==> src/rtl/uart_cmd_pkg.sv <==
// Shared types and helpers for the UART RX command assembler.
// Frame = operand bytes (LSB first) followed by one command byte.
package uart_cmd_pkg;

  localparam int BYTE_W = 8;

  typedef enum logic [0:0] {
    S_OPER,
    S_CMD
  } rx_cmd_state_t;

  function automatic int bytes_per_op(input int op_width);
    return op_width / BYTE_W;
  endfunction

endpackage

==> src/rtl/uart_rx_cmd_assembler_if.sv <==
// Byte stream in from UART_rx, committed operands/command out to the ALU.
// master: byte source and result consumer; slave: the assembler.
interface uart_rx_cmd_assembler_if #(
  parameter int OP_WIDTH  = 16,
  parameter int NUM_OPS   = 2,
  parameter int CMD_WIDTH = 3
);
  import uart_cmd_pkg::*;

  logic [BYTE_W-1:0]                rx_data;
  logic                             rx_ready;
  logic [NUM_OPS-1:0][OP_WIDTH-1:0] operands;
  logic [CMD_WIDTH-1:0]             alu_ctrl;
  logic                             output_ready;

  modport master (
    output rx_data, rx_ready,
    input  operands, alu_ctrl, output_ready
  );

  modport slave (
    input  rx_data, rx_ready,
    output operands, alu_ctrl, output_ready
  );

endinterface

==> src/rtl/uart_rx_timeout.sv <==
// Inter-byte watchdog: counts idle cycles while run, reloads on each byte.
// expired is combinational and falls once the owner aborts the frame.
module uart_rx_timeout #(
  parameter int TIMEOUT_CYCLES = 1_000_000
) (
  input  logic clock,
  input  logic reset,
  input  logic run,
  input  logic reload,
  output logic expired
);
  localparam int CW = $clog2(TIMEOUT_CYCLES + 1);

  logic [CW-1:0] cnt;

  always_ff @(posedge clock) begin
    if (reset || !run || reload) begin
      cnt <= '0;
    end else if (!expired) begin
      cnt <= cnt + CW'(1);
    end
  end

  assign expired = run && !reload &&
                   (cnt == CW'(TIMEOUT_CYCLES - 1));

endmodule

==> src/rtl/uart_rx_cmd_assembler.sv <==
// Collects NUM_OPS operands plus a command byte and commits them atomically.
// Optional inter-byte timeout abort enabled by defining RX_TIMEOUT_EN.
module uart_rx_cmd_assembler
  import uart_cmd_pkg::*;
#(
  parameter int OP_WIDTH       = 16,
  parameter int NUM_OPS        = 2,
  parameter int CMD_WIDTH      = 3,
  parameter int TIMEOUT_CYCLES = 1_000_000
) (
  input  logic                         clock,
  input  logic                         reset,
  uart_rx_cmd_assembler_if.slave       rx,
  input  logic                         clear,
  output logic [$clog2(NUM_OPS+1)-1:0] state_id,
  output logic                         busy,
  output logic                         timeout_err
);
  localparam int BPO   = bytes_per_op(OP_WIDTH);
  localparam int SID_W = $clog2(NUM_OPS + 1);
  localparam int OI_W  = (NUM_OPS > 1) ? $clog2(NUM_OPS) : 1;
  localparam int BI_W  = (BPO > 1) ? $clog2(BPO) : 1;

  if ((OP_WIDTH % BYTE_W) != 0 || OP_WIDTH < BYTE_W) begin : g_bad_opw
    $error("OP_WIDTH must be a nonzero multiple of 8");
  end
  if (NUM_OPS < 1) begin : g_bad_nops
    $error("NUM_OPS must be at least 1");
  end
  if (CMD_WIDTH < 1 || CMD_WIDTH > BYTE_W) begin : g_bad_cmdw
    $error("CMD_WIDTH must be 1..8");
  end
  if (TIMEOUT_CYCLES < 1) begin : g_bad_tmo
    $error("TIMEOUT_CYCLES must be at least 1");
  end

  rx_cmd_state_t                    state, state_n;
  logic [OI_W-1:0]                  op_idx, op_n;
  logic [BI_W-1:0]                  byte_idx, byte_n;
  logic [NUM_OPS-1:0][OP_WIDTH-1:0] shadow, shadow_n;
  logic                             accept, tmo, commit;
  logic                             last_op, last_byte;

  assign accept    = rx.rx_ready && !clear;
  assign last_op   = int'(op_idx) == NUM_OPS - 1;
  assign last_byte = int'(byte_idx) == BPO - 1;

`ifdef RX_TIMEOUT_EN
  uart_rx_timeout #(
    .TIMEOUT_CYCLES(TIMEOUT_CYCLES)
  ) u_tmo (
    .clock  (clock),
    .reset  (reset),
    .run    (busy),
    .reload (accept),
    .expired(tmo)
  );
`else
  assign tmo = 1'b0;
`endif

  always_ff @(posedge clock) begin
    if (reset) begin
      state           <= S_OPER;
      op_idx          <= '0;
      byte_idx        <= '0;
      shadow          <= '0;
      rx.operands     <= '0;
      rx.alu_ctrl     <= '0;
      rx.output_ready <= 1'b0;
      timeout_err     <= 1'b0;
    end else begin
      state           <= state_n;
      op_idx          <= op_n;
      byte_idx        <= byte_n;
      shadow          <= shadow_n;
      rx.output_ready <= commit;
      timeout_err     <= tmo && !clear;
      if (commit) begin
        rx.operands <= shadow;
        rx.alu_ctrl <= rx.rx_data[CMD_WIDTH-1:0];
      end
    end
  end

  always_comb begin
    state_n  = state;
    op_n     = op_idx;
    byte_n   = byte_idx;
    shadow_n = shadow;
    commit   = 1'b0;
    if (clear || tmo) begin
      state_n  = S_OPER;
      op_n     = '0;
      byte_n   = '0;
      shadow_n = '0;
    end else if (accept) begin
      unique case (state)
        S_OPER: begin
          for (int o = 0; o < NUM_OPS; o++)
            for (int b = 0; b < BPO; b++)
              if (int'(op_idx) == o && int'(byte_idx) == b)
                shadow_n[o][b*BYTE_W +: BYTE_W] = rx.rx_data;
          if (last_byte) begin
            byte_n = '0;
            if (last_op) begin
              op_n    = '0;
              state_n = S_CMD;
            end else begin
              op_n = op_idx + OI_W'(1);
            end
          end else begin
            byte_n = byte_idx + BI_W'(1);
          end
        end
        S_CMD: begin
          commit  = 1'b1;
          state_n = S_OPER;
        end
      endcase
    end
  end

  always_comb begin
    state_id = (state == S_CMD) ? SID_W'(NUM_OPS)
                                : SID_W'(op_idx);
    busy     = (state != S_OPER) || (byte_idx != '0) ||
               (op_idx != '0);
  end

endmodule

==> src/flat_wrapper.sv <==
// flat-port wrapper written by rule: the top's interface ports become plain ports
module uart_rx_cmd_assembler_flat import uart_cmd_pkg::*;
#(
  parameter int OP_WIDTH       = 16,
  parameter int NUM_OPS        = 2,
  parameter int CMD_WIDTH      = 3,
  parameter int TIMEOUT_CYCLES = 1_000_000
)
  (clock, reset, clear, state_id, busy, timeout_err, rx_rx_data, rx_rx_ready, rx_operands, rx_alu_ctrl, rx_output_ready);
  uart_rx_cmd_assembler_if #(.OP_WIDTH(OP_WIDTH), .NUM_OPS(NUM_OPS), .CMD_WIDTH(CMD_WIDTH)) rx_i ();
  input  logic clock;
  input  logic reset;
  input  logic clear;
  output logic [$clog2(NUM_OPS+1)-1:0] state_id;
  output logic busy;
  output logic timeout_err;
  input wire logic [$bits(rx_i.rx_data)-1:0] rx_rx_data;
  input wire logic [$bits(rx_i.rx_ready)-1:0] rx_rx_ready;
  output wire logic [$bits(rx_i.operands)-1:0] rx_operands;
  output wire logic [$bits(rx_i.alu_ctrl)-1:0] rx_alu_ctrl;
  output wire logic [$bits(rx_i.output_ready)-1:0] rx_output_ready;
  assign rx_i.rx_data = rx_rx_data;
  assign rx_i.rx_ready = rx_rx_ready;
  assign rx_operands = rx_i.operands;
  assign rx_alu_ctrl = rx_i.alu_ctrl;
  assign rx_output_ready = rx_i.output_ready;
  uart_rx_cmd_assembler #(.OP_WIDTH(OP_WIDTH), .NUM_OPS(NUM_OPS), .CMD_WIDTH(CMD_WIDTH), .TIMEOUT_CYCLES(TIMEOUT_CYCLES)) u_core (.clock(clock), .reset(reset), .rx(rx_i), .clear(clear), .state_id(state_id), .busy(busy), .timeout_err(timeout_err));
endmodule
==> config.mk <==
export PLATFORM = sky130hd
export DESIGN_NAME = uart_rx_cmd_assembler_flat
export DESIGN_NICKNAME = d
export VERILOG_FILES = /design/src/rtl/uart_cmd_pkg.sv /design/src/rtl/uart_rx_cmd_assembler_if.sv /design/src/rtl/uart_rx_timeout.sv /design/src/rtl/uart_rx_cmd_assembler.sv /design/src/flat_wrapper.sv
export SDC_FILE = /design/constraint.sdc
export NUM_CORES = 1
export LEC_CHECK = 0
export CAP_MARGIN = 10
export CORE_MARGIN = 3
export CORE_UTILIZATION = 45
export DETAILED_ROUTE_END_ITERATION = 7
export GPL_ROUTABILITY_DRIVEN = 0
export PLACE_DENSITY = 0.73
export SETUP_SLACK_MARGIN = 0.2
export SKIP_LAST_GASP = 1
export SLEW_MARGIN = 15
export SYNTH_ARGS = -nofsm -noshare
export SYNTH_HDL_FRONTEND = slang
export SYNTH_HIERARCHICAL = 1
export SYNTH_SLANG_ARGS = --single-unit
==> constraint.sdc <==
create_clock -name clock -period 3.5 [get_ports clock]
set_clock_uncertainty 0.15 [all_clocks]
set_input_delay 0.7 -clock clock [delete_from_list [all_inputs] [get_ports clock]]
set_output_delay 0.7 -clock clock [all_outputs]
set_load 0.02 [all_outputs]
== After elaboration in Yosys (flattened, before gate mapping) ==
Index checks and enable logic that the tools add are counted.
Storage, ports and cells
  register bits after elaboration: 71
  logic and storage cells: 40
  bits of input ports: 12
Cells by class
  reduce and logical (&&, ||, !) cells: 15
  mux-type cells: 9
  bitwise operators: 3
  add/subtract/negate cells: 2
Operators with widths (number)
  $reduce_and 3->1: 5
  $mux 1: 7
  $logic_and 1x1->1: 5
  $not 1->1: 3
  $add 1x1->1 const B: 2
  $logic_or 1x1->1: 2
  $mux 2: 1
  $pmux 1 s2: 1
  $reduce_and 2->1: 1
  $reduce_or 2->1: 1
  $logic_not 1->1: 1

== Longest topological paths before layout ==
Gate-level depths: netlist of run 1.
  depth in word-level cells: 4
  depth in mapped cells: 6
  gate-level depth less buffers: 3

== Worst setup path after synthesis of run 1 ==
OpenSTA, ideal clock, no wires.
  path type: reg-to-output
  start point: reg u_core.state
  end point: out busy
  path buffers: 1
  arrival time: 827 ps
  setup slack: 1823 ps
  stages on the path, launching flop included: 3
  cells stage by stage: dfxtp_1 -> buf_6 -> or3_1
Between the ends
  word-level cells in the longest chain between the ends: 2
RTL lines
  start: declaration: RTL line uart_rx_cmd_assembler.sv:37  | rx_cmd_state_t state, state_n;
  start signal: assignment: RTL line uart_rx_cmd_assembler.sv:73  | state <= state_n;
  $logic_or 1x1->1 (2 in series): RTL line uart_rx_cmd_assembler.sv:127  | busy = (state != S_OPER) || (byte_idx != '0) ||
  end: declaration: RTL line flat_wrapper.sv:15  | output logic busy;
No other way between the ends.

== Final worst setup path of run 1 ==
  start point: reg u_core.byte_idx
  end point: out busy
Between the ends
  word-level cells in the longest chain between the ends: 2
RTL lines
  start: declaration: RTL line uart_rx_cmd_assembler.sv:39  | logic [BI_W-1:0] byte_idx, byte_n;
  start signal: assignment: RTL line uart_rx_cmd_assembler.sv:75  | byte_idx <= byte_n;
  $logic_or 1x1->1 (2 in series): RTL line uart_rx_cmd_assembler.sv:127
No other way between the ends.

==> key figures, run 1 <==
Power
  – Power Density: between 400 and 500 nW/um^2
  – Worst vdd ir: 212 uV
  – Static leakage: between 0.001 and 0.0015 uW

Synthesis
  – Main synth FF type: dfxtp_1
  – Synth async-reset ratio: 0%
  – Register area share after synthesis: a little over half
  – Top-area cell type share of the netlist area: between 50% and 60%
  – Most numerous cell in the Yosys netlist: nand2_1
  – EDFF count, synth: 0
  – Cell Area, Synth: 2600 um^2
  – Post-Synthesis Cells: roughly 290
  – Post-synthesis register bit count: 71
  – Syn nets: about 300
  – Synth top cells by count: nand2_1, dfxtp_1, a21oi_1
  – Ranking of synthesized cells by area: dfxtp_1, nand2_1, mux2i_1
  – Unique masters post-synth: 22
  – Syn avg cell area: between 8 and 9 um^2
  – Synth area leader: dfxtp_1
  – YS warnings: 6

Placed design
  – I/O Buffers: 50
  – Placed Area: 3090 um^2
  – Post-DP HPWL: between 3000 and 4000 um

Setup path
  – WP data arrival: around 1.6 ns
  – Crit Path Category: reg -> out
  – CP endpoint: busy
  – Worst r2r path cells: 3
  – Crit path capture type: output pin
  – Reg-to-reg endpoint: u_core/rx.operands[22]
  – Cell chain of the critical path: or3_1 -> clkdlybuf4s50_1
  – Reg-to-reg setup timing slack: approximately 1.7 ns
  – CP peak stage delay: ~0.54 ns
  – Worst setup startpoint: u_core/byte_idx
  – FF-to-FF Start: u_core/state
  – Crit path launch type: flip-flop
  – Critical Path RT: about 2.7 ns
  – Crit-path max FO: 8
  – CP max stage cell: clkdlybuf4s50_1

CTS
  – TritonCTS Buffers: 9
  – Clock root buffer: clkbuf_8
  – Clock transition at path regs: approximately 0.080 ns
  – Max Buffers Root-to-Sink: 2
  – CTS tree: done
  – Clock sinks: 71
  – Post-cts sizing count: 0
  – H-tree levels: 3
  – Postcts setup bufs: 0
  – Clk_lat worst skew: ~0.35 ns
  – CTS Hold Bufs: 0

Final layout
  – Fillers: ~540
  – FF+latch area: about 1400 um^2
  – Multi-input logic area: between 1000 and 1500 um^2
  – Area growth from synthesis to layout: 26.0%
  – Nets: 347
  – N_diodes: 0
  – Post-Layout Inst Area: 3280 um^2
  – Layout cells sized above 1: 7.06%

Detailed routing
  – DRT iter0 DRCs: 146
  – Final wirelength: about 5300 um
  – Vias: between 2,000 and 2,500
  – Final ANT Viol Nets: 0
  – DRC: 0
  – First drt pass iteration count: 4
  – Via/cell ratio: around 4.9
  – Routed len/inst: around 13 um

STA
  – Final Cycle Share: a little under three quarters
  – Max-slew violation count: 0
  – Minimum clock period after layout: 2.49 ns
  – RSZ-0062 raised after global routing: no
  – Final setup viols: 0
  – Final hold violation count: 0
  – Maximum operating frequency: 0.402 GHz
  – Slew margin rel.: about half
  – Actual slew at the worst max-slew pin: between 0.7 and 0.8 ns
  – Setup TNS: 0 ns

Worst hold path
  – Hold Path Class: reg -> reg

Global routing
  – Largest net degree at the start of global routing: between 40 and 50
  – Vias in the first global route: between 1,500 and 2,000
  – GRT Util Overall: a little under a fifth
  – First-pass GRT wire length: ~9300 um
  – Grt ovf: 0
  – Initial antenna violation count: 0

Die
  – Die X: a little over 80 um
  – Initial Util: between 40% and 50%
  – I/O pin cnt: between 50 and 60
  – Die area: 6720 um^2
  – Area of the core: between 5000 and 6000 um^2
  – # rows: 27
  – Die height: 82.0 um

Status
  – Status: finished, final reports clean

Flow run
  – Max-Cap Viols: 0
## how the worst min path moves through the flow
stage | startpoint | endpoint | slack [ns] | cells after the start
global placement | u_core/shadow[2] | u_core/rx.operands[2] | 0.29 | 2
finish | u_core/shadow[18] | u_core/rx.operands[18] | 0.30 | 2
CTS | u_core/shadow[9] | u_core/rx.operands[9] | 0.31 | 2
global route | u_core/rx.operands[21] | u_core/rx.operands[21] | 0.33 | 2
detailed placement | u_core/shadow[9] | u_core/rx.operands[9] | 0.30 | 2
floorplan | u_core/shadow[0] | u_core/rx.operands[0] | 0.28 | 2
## cells by family after synthesis
group,count (synthesis),share of synthesized area [%]
buffers and inverters,22,4.77
flip-flops,71,54.7
AND/OR/NAND/NOR,126,20.2
other,1,0.144
multiplexers,32,12.3
AO/OA/AOI/OAI,39,7.51
XOR/XNOR,1,0.337
## layout by cell type, fill, tap and decap left out
master,netlist,final
a21oi_1,37,37
and3b_1,1,1
buf_4,7,3
clkbuf_8,0,9
clkdlybuf4s50_1,0,50
clkinv_4,0,3
clkinvlp_4,0,3
conb_1,1,1
dfxtp_1,71,71
inv_1,1,1
inv_6,0,1
mux2i_1,32,32
nand2_1,110,110
nand2_2,1,1
nand3_1,1,1
nand3b_1,3,3
nand3b_2,1,1
nor2_1,4,3
nor2_2,0,1
nor2b_1,1,1
nor3b_4,1,1
o21ai_0,2,2
or2_2,1,1
or3_1,2,2
xor2_1,1,1
## registers in the layout, indices dropped and copies added, names as in the netlist
name	flops
u_core/byte_idx	1
u_core/last_op	1
u_core/rx.alu_ctrl	3
u_core/rx.operands	32
u_core/rx.output_ready	1
u_core/shadow	32
u_core/state	1
## per-stage QoR
stage	cells	util (%)	total power, uW	setup WS, ns	hold WS [ns]
final	412	59.1	1450	1.01	0.303
after global routing	412	59.1	1520	0.929	0.328
after CTS	412	59.1	1470	0.985	0.307
after detailed placement	396	55.8	887	0.849	0.297
after global placement	396	55.8	887	0.901	0.292
after floorplan	292	-	863	1.82	0.282
## layout make-up
| cell class | count | share of cell area, % |
|---|---|---|
| Tap cell | 72 | 2.75 |
| Multi-Input combinational cell | 199 | 32.2 |
| Clock buffer | 9 | 3.78 |
| Timing Repair Buffer | 53 | 16.0 |
| Inverter | 1 | 0.115 |
| Clock inverter | 7 | 1.76 |
| Sequential cell | 71 | 43.4 |
## where the power goes
group	internal [uW]	switching (uW)	total, uW
Combinational	23.0	32.1	55.1
Clock	262	320	582
Sequential	810	2.60	813
## routing by layer
layer / GRT usage [%] / part of all wire (%) / vias up
li1: - / - / 1029
met4: 8.80 / 0.90 / 0
met2: 28.2 / 45 / 53
met3: 4.93 / 4.7 / 4
met5: 0 / 0 / -
met1: 24.3 / 49 / 953
## critical path, delay by kind of cell (launching register included)
kind | cells | cell delay, ns
simple gates | 1 | 0.38
flops | 1 | 0.38
buf+inv | 1 | 0.54
(Power assumes the default switching activity.)
==> run 2, diff against run 1 <==
PLACE_DENSITY = 0.76   (was 0.73)
clock period = 2.2 ns   (was 3.5 ns; I/O delays follow)
==> key figures, run 2 (synthesized netlist as in run 1, its figures left out) <==
Power
  – Pwr Total: 2270 uW (was 1450 uW)
  – Power Density: 682 nW/um^2 (was 443 nW/um^2)
  – Worst vdd ir: 407 uV (was 212 uV)
  – Static leakage: 0.00134 uW (was 0.00129 uW)

Global routing
  – Grt ovf: 0 (unchanged)
  – GRT Util Overall: 17.3% (was 18.5%)
  – First-pass GRT wire length: 8630 um (was 9310 um)
  – Largest net degree at the start of global routing: 41 (unchanged)
  – Vias in the first global route: 1,925 (was 1,999)
  – Initial antenna violation count: 0 (unchanged)

Detailed routing
  – First drt pass iteration count: 4 (unchanged)
  – Final wirelength: 5260 um (was 5320 um)
  – Routed len/inst: 12.6 um (was 12.9 um)
  – Final ANT Viol Nets: 0 (unchanged)
  – Via/cell ratio: 4.89 (was 4.95)
  – Vias: 2,038 (was 2,039)
  – DRC: 0 (unchanged)
  – DRT iter0 DRCs: 91 (was 146)

Final layout
  – Utilization after layout: 60.0% (was 59.1%)
  – FF+latch area: 1420 um^2 (about the same)
  – Multi-input logic area: 1060 um^2 (unchanged)
  – Most frequent cells in the layout: nand2_1, dfxtp_1, clkdlybuf4s50_1 (unchanged)
  – N_diodes: 0 (unchanged)
  – Non-Filler Instances: 417 (was 412)
  – Area growth from synthesis to layout: 27.8% (was 26.0%)
  – Layout cells sized above 1: 8.70% (was 7.06%)
  – Fillers: 522 (was 536)
  – Nets: 353 (was 347)
  – Commonest non-fill, non-tap cell in the layout: nand2_1 (unchanged)
  – Top flop regs: u_core/rx.operands: 32 flops, u_core/shadow: 32 flops, u_core/rx.alu_ctrl: 3 flops (unchanged)

STA
  – Final hold violation count: 0 (unchanged)
  – RSZ-0062 raised after global routing: no (unchanged)
  – Minimum clock period after layout: approximately 1.9 ns
  – Maximum operating frequency: about 0.53 GHz
  – Max-slew violation count: 0 (unchanged)
  – Final setup viols: 0 (unchanged)
  – Setup TNS: 0 ns (unchanged)
  – Final hold slack: 0.303 ns (about the same)
  – Final Cycle Share: about 85%

Placed design
  – I/O Buffers: 50 (unchanged)
  – Post-DP HPWL: 3530 um (was 3440 um)
  – Inst Count DP: 402 (was 396)

Die
  – Die height: 82.0 um (unchanged)
  – # rows: 27 (unchanged)
  – Area of the core: 5540 um^2 (unchanged)
  – Die X: 82.0 um (unchanged)
  – Initial Util: 46.9% (unchanged)
  – I/O pin cnt: 52 (unchanged)
  – Die area: 6720 um^2 (unchanged)

Setup path
  – Worst path top cell family by delay: buffers and inverters (unchanged)
  – Cell chain of the critical path: clkdlybuf4s50_1 (was or3_1 -> clkdlybuf4s50_1)
  – Crit-path max FO: 2 (was 8)
  – Crit Path Category: reg -> out (unchanged)
  – Crit path launch type: flip-flop (unchanged)
  – CP bufs+invs: 1 (unchanged)
  – Critical Path RT: 1.61 ns (was 2.65 ns)
  – CP max stage cell: clkdlybuf4s50_1 (unchanged)
  – WP data arrival: 1.29 ns (was 1.64 ns)
  – Crit path capture type: output pin (unchanged)
  – Reg-to-reg setup timing slack: 0.85 ns (was 1.73 ns)
  – CP peak stage delay: 0.61 ns (was 0.54 ns)

CTS
  – Clock sinks: 71 (unchanged)
  – Max Buffers Root-to-Sink: 2 (unchanged)
  – TritonCTS Buffers: 9 (unchanged)
  – Clk_lat worst skew: 0.34 ns (was 0.35 ns)
  – Clock transition at path regs: 0.07 ns (was 0.08 ns)
  – CTS tree: done (unchanged)
  – H-tree levels: 3 (unchanged)
  – Postcts setup bufs: 0 (unchanged)
  – Clock root buffer: clkbuf_8 (unchanged)

Worst hold path
  – Hold Path Class: reg -> reg (unchanged)

Flow run
  – Max-Cap Viols: 0 (unchanged)

Status
  – Status: finished, final reports clean (unchanged)
-- run 2: cell count changes in the layout (fill, tap and decap cells not counted), moves of 2 or more --
cell             delta
dlygate4sd2_1       +2
buf_12              +2
clkinvlp_4          -2
clkdlybuf4s50_1     -3
clkinv_2            +3
buf_4               +4
clkinv_4            -3
-- run 2: per-layer routing --
layer  track usage (%)  routed length, um
met2              28.1               2400
met4              8.47                 63
met3              5.81                221
met1              20.4               2570
met5                 0                  0
-- run 2: cell type report --
cell class	instances	area share (%)
well taps	72	2.71
multi-input cells	199	31.8
inverters	1	0.113
clock inverters	4	0.678
flip-flops and latches	71	42.8
repair buffers	59	17.6
clock buffers	11	4.26
-- run 2: power by group --
part | leakage, uW | internal, uW | switching [uW]
Sequential | 0.000573 | 1290 | 4.12
Clock | 0.0000850 | 428 | 454
Combinational | 0.000682 | 39.5 | 51.8
-- run 2: through the flow --
step / setup WS (ns) / cell area (um^2)
2_1_floorplan: 0.783 / 2600
3_3_place_gp: 0.246 / 3160
3_5_place_dp: 0.198 / 3160
4_1_cts: 0.180 / 3330
5_1_grt: 0.260 / 3320
6_report: 0.324 / 3320
-- run 2: path summary, 6_finish.rpt --
kind                          start                    end  depth (start not counted)
max          u_core/rx.operands[19]        rx_operands[19]                          1
min           u_core/rx.operands[2]  u_core/rx.operands[2]                          2
max reg2reg            u_core/state      u_core/shadow[24]                          4
min reg2reg   u_core/rx.operands[2]  u_core/rx.operands[2]                          2
-- run 2: worst register-to-register path, cell delays in order (launching register included) --
cell and delay, ns:
dfxtp_2 0.38, nor3b_4 0.27, nand3_1 0.11, buf_4 0.20
mux2i_1 0.12
-- run 2: what timing repair did --
action	4_1_cts	5_1_grt
pin swaps	0	0
gates resized for setup	4	2
hold buffers	0	0
endpoints found under the hold margin	0	0
endpoints found under the setup margin	3	1
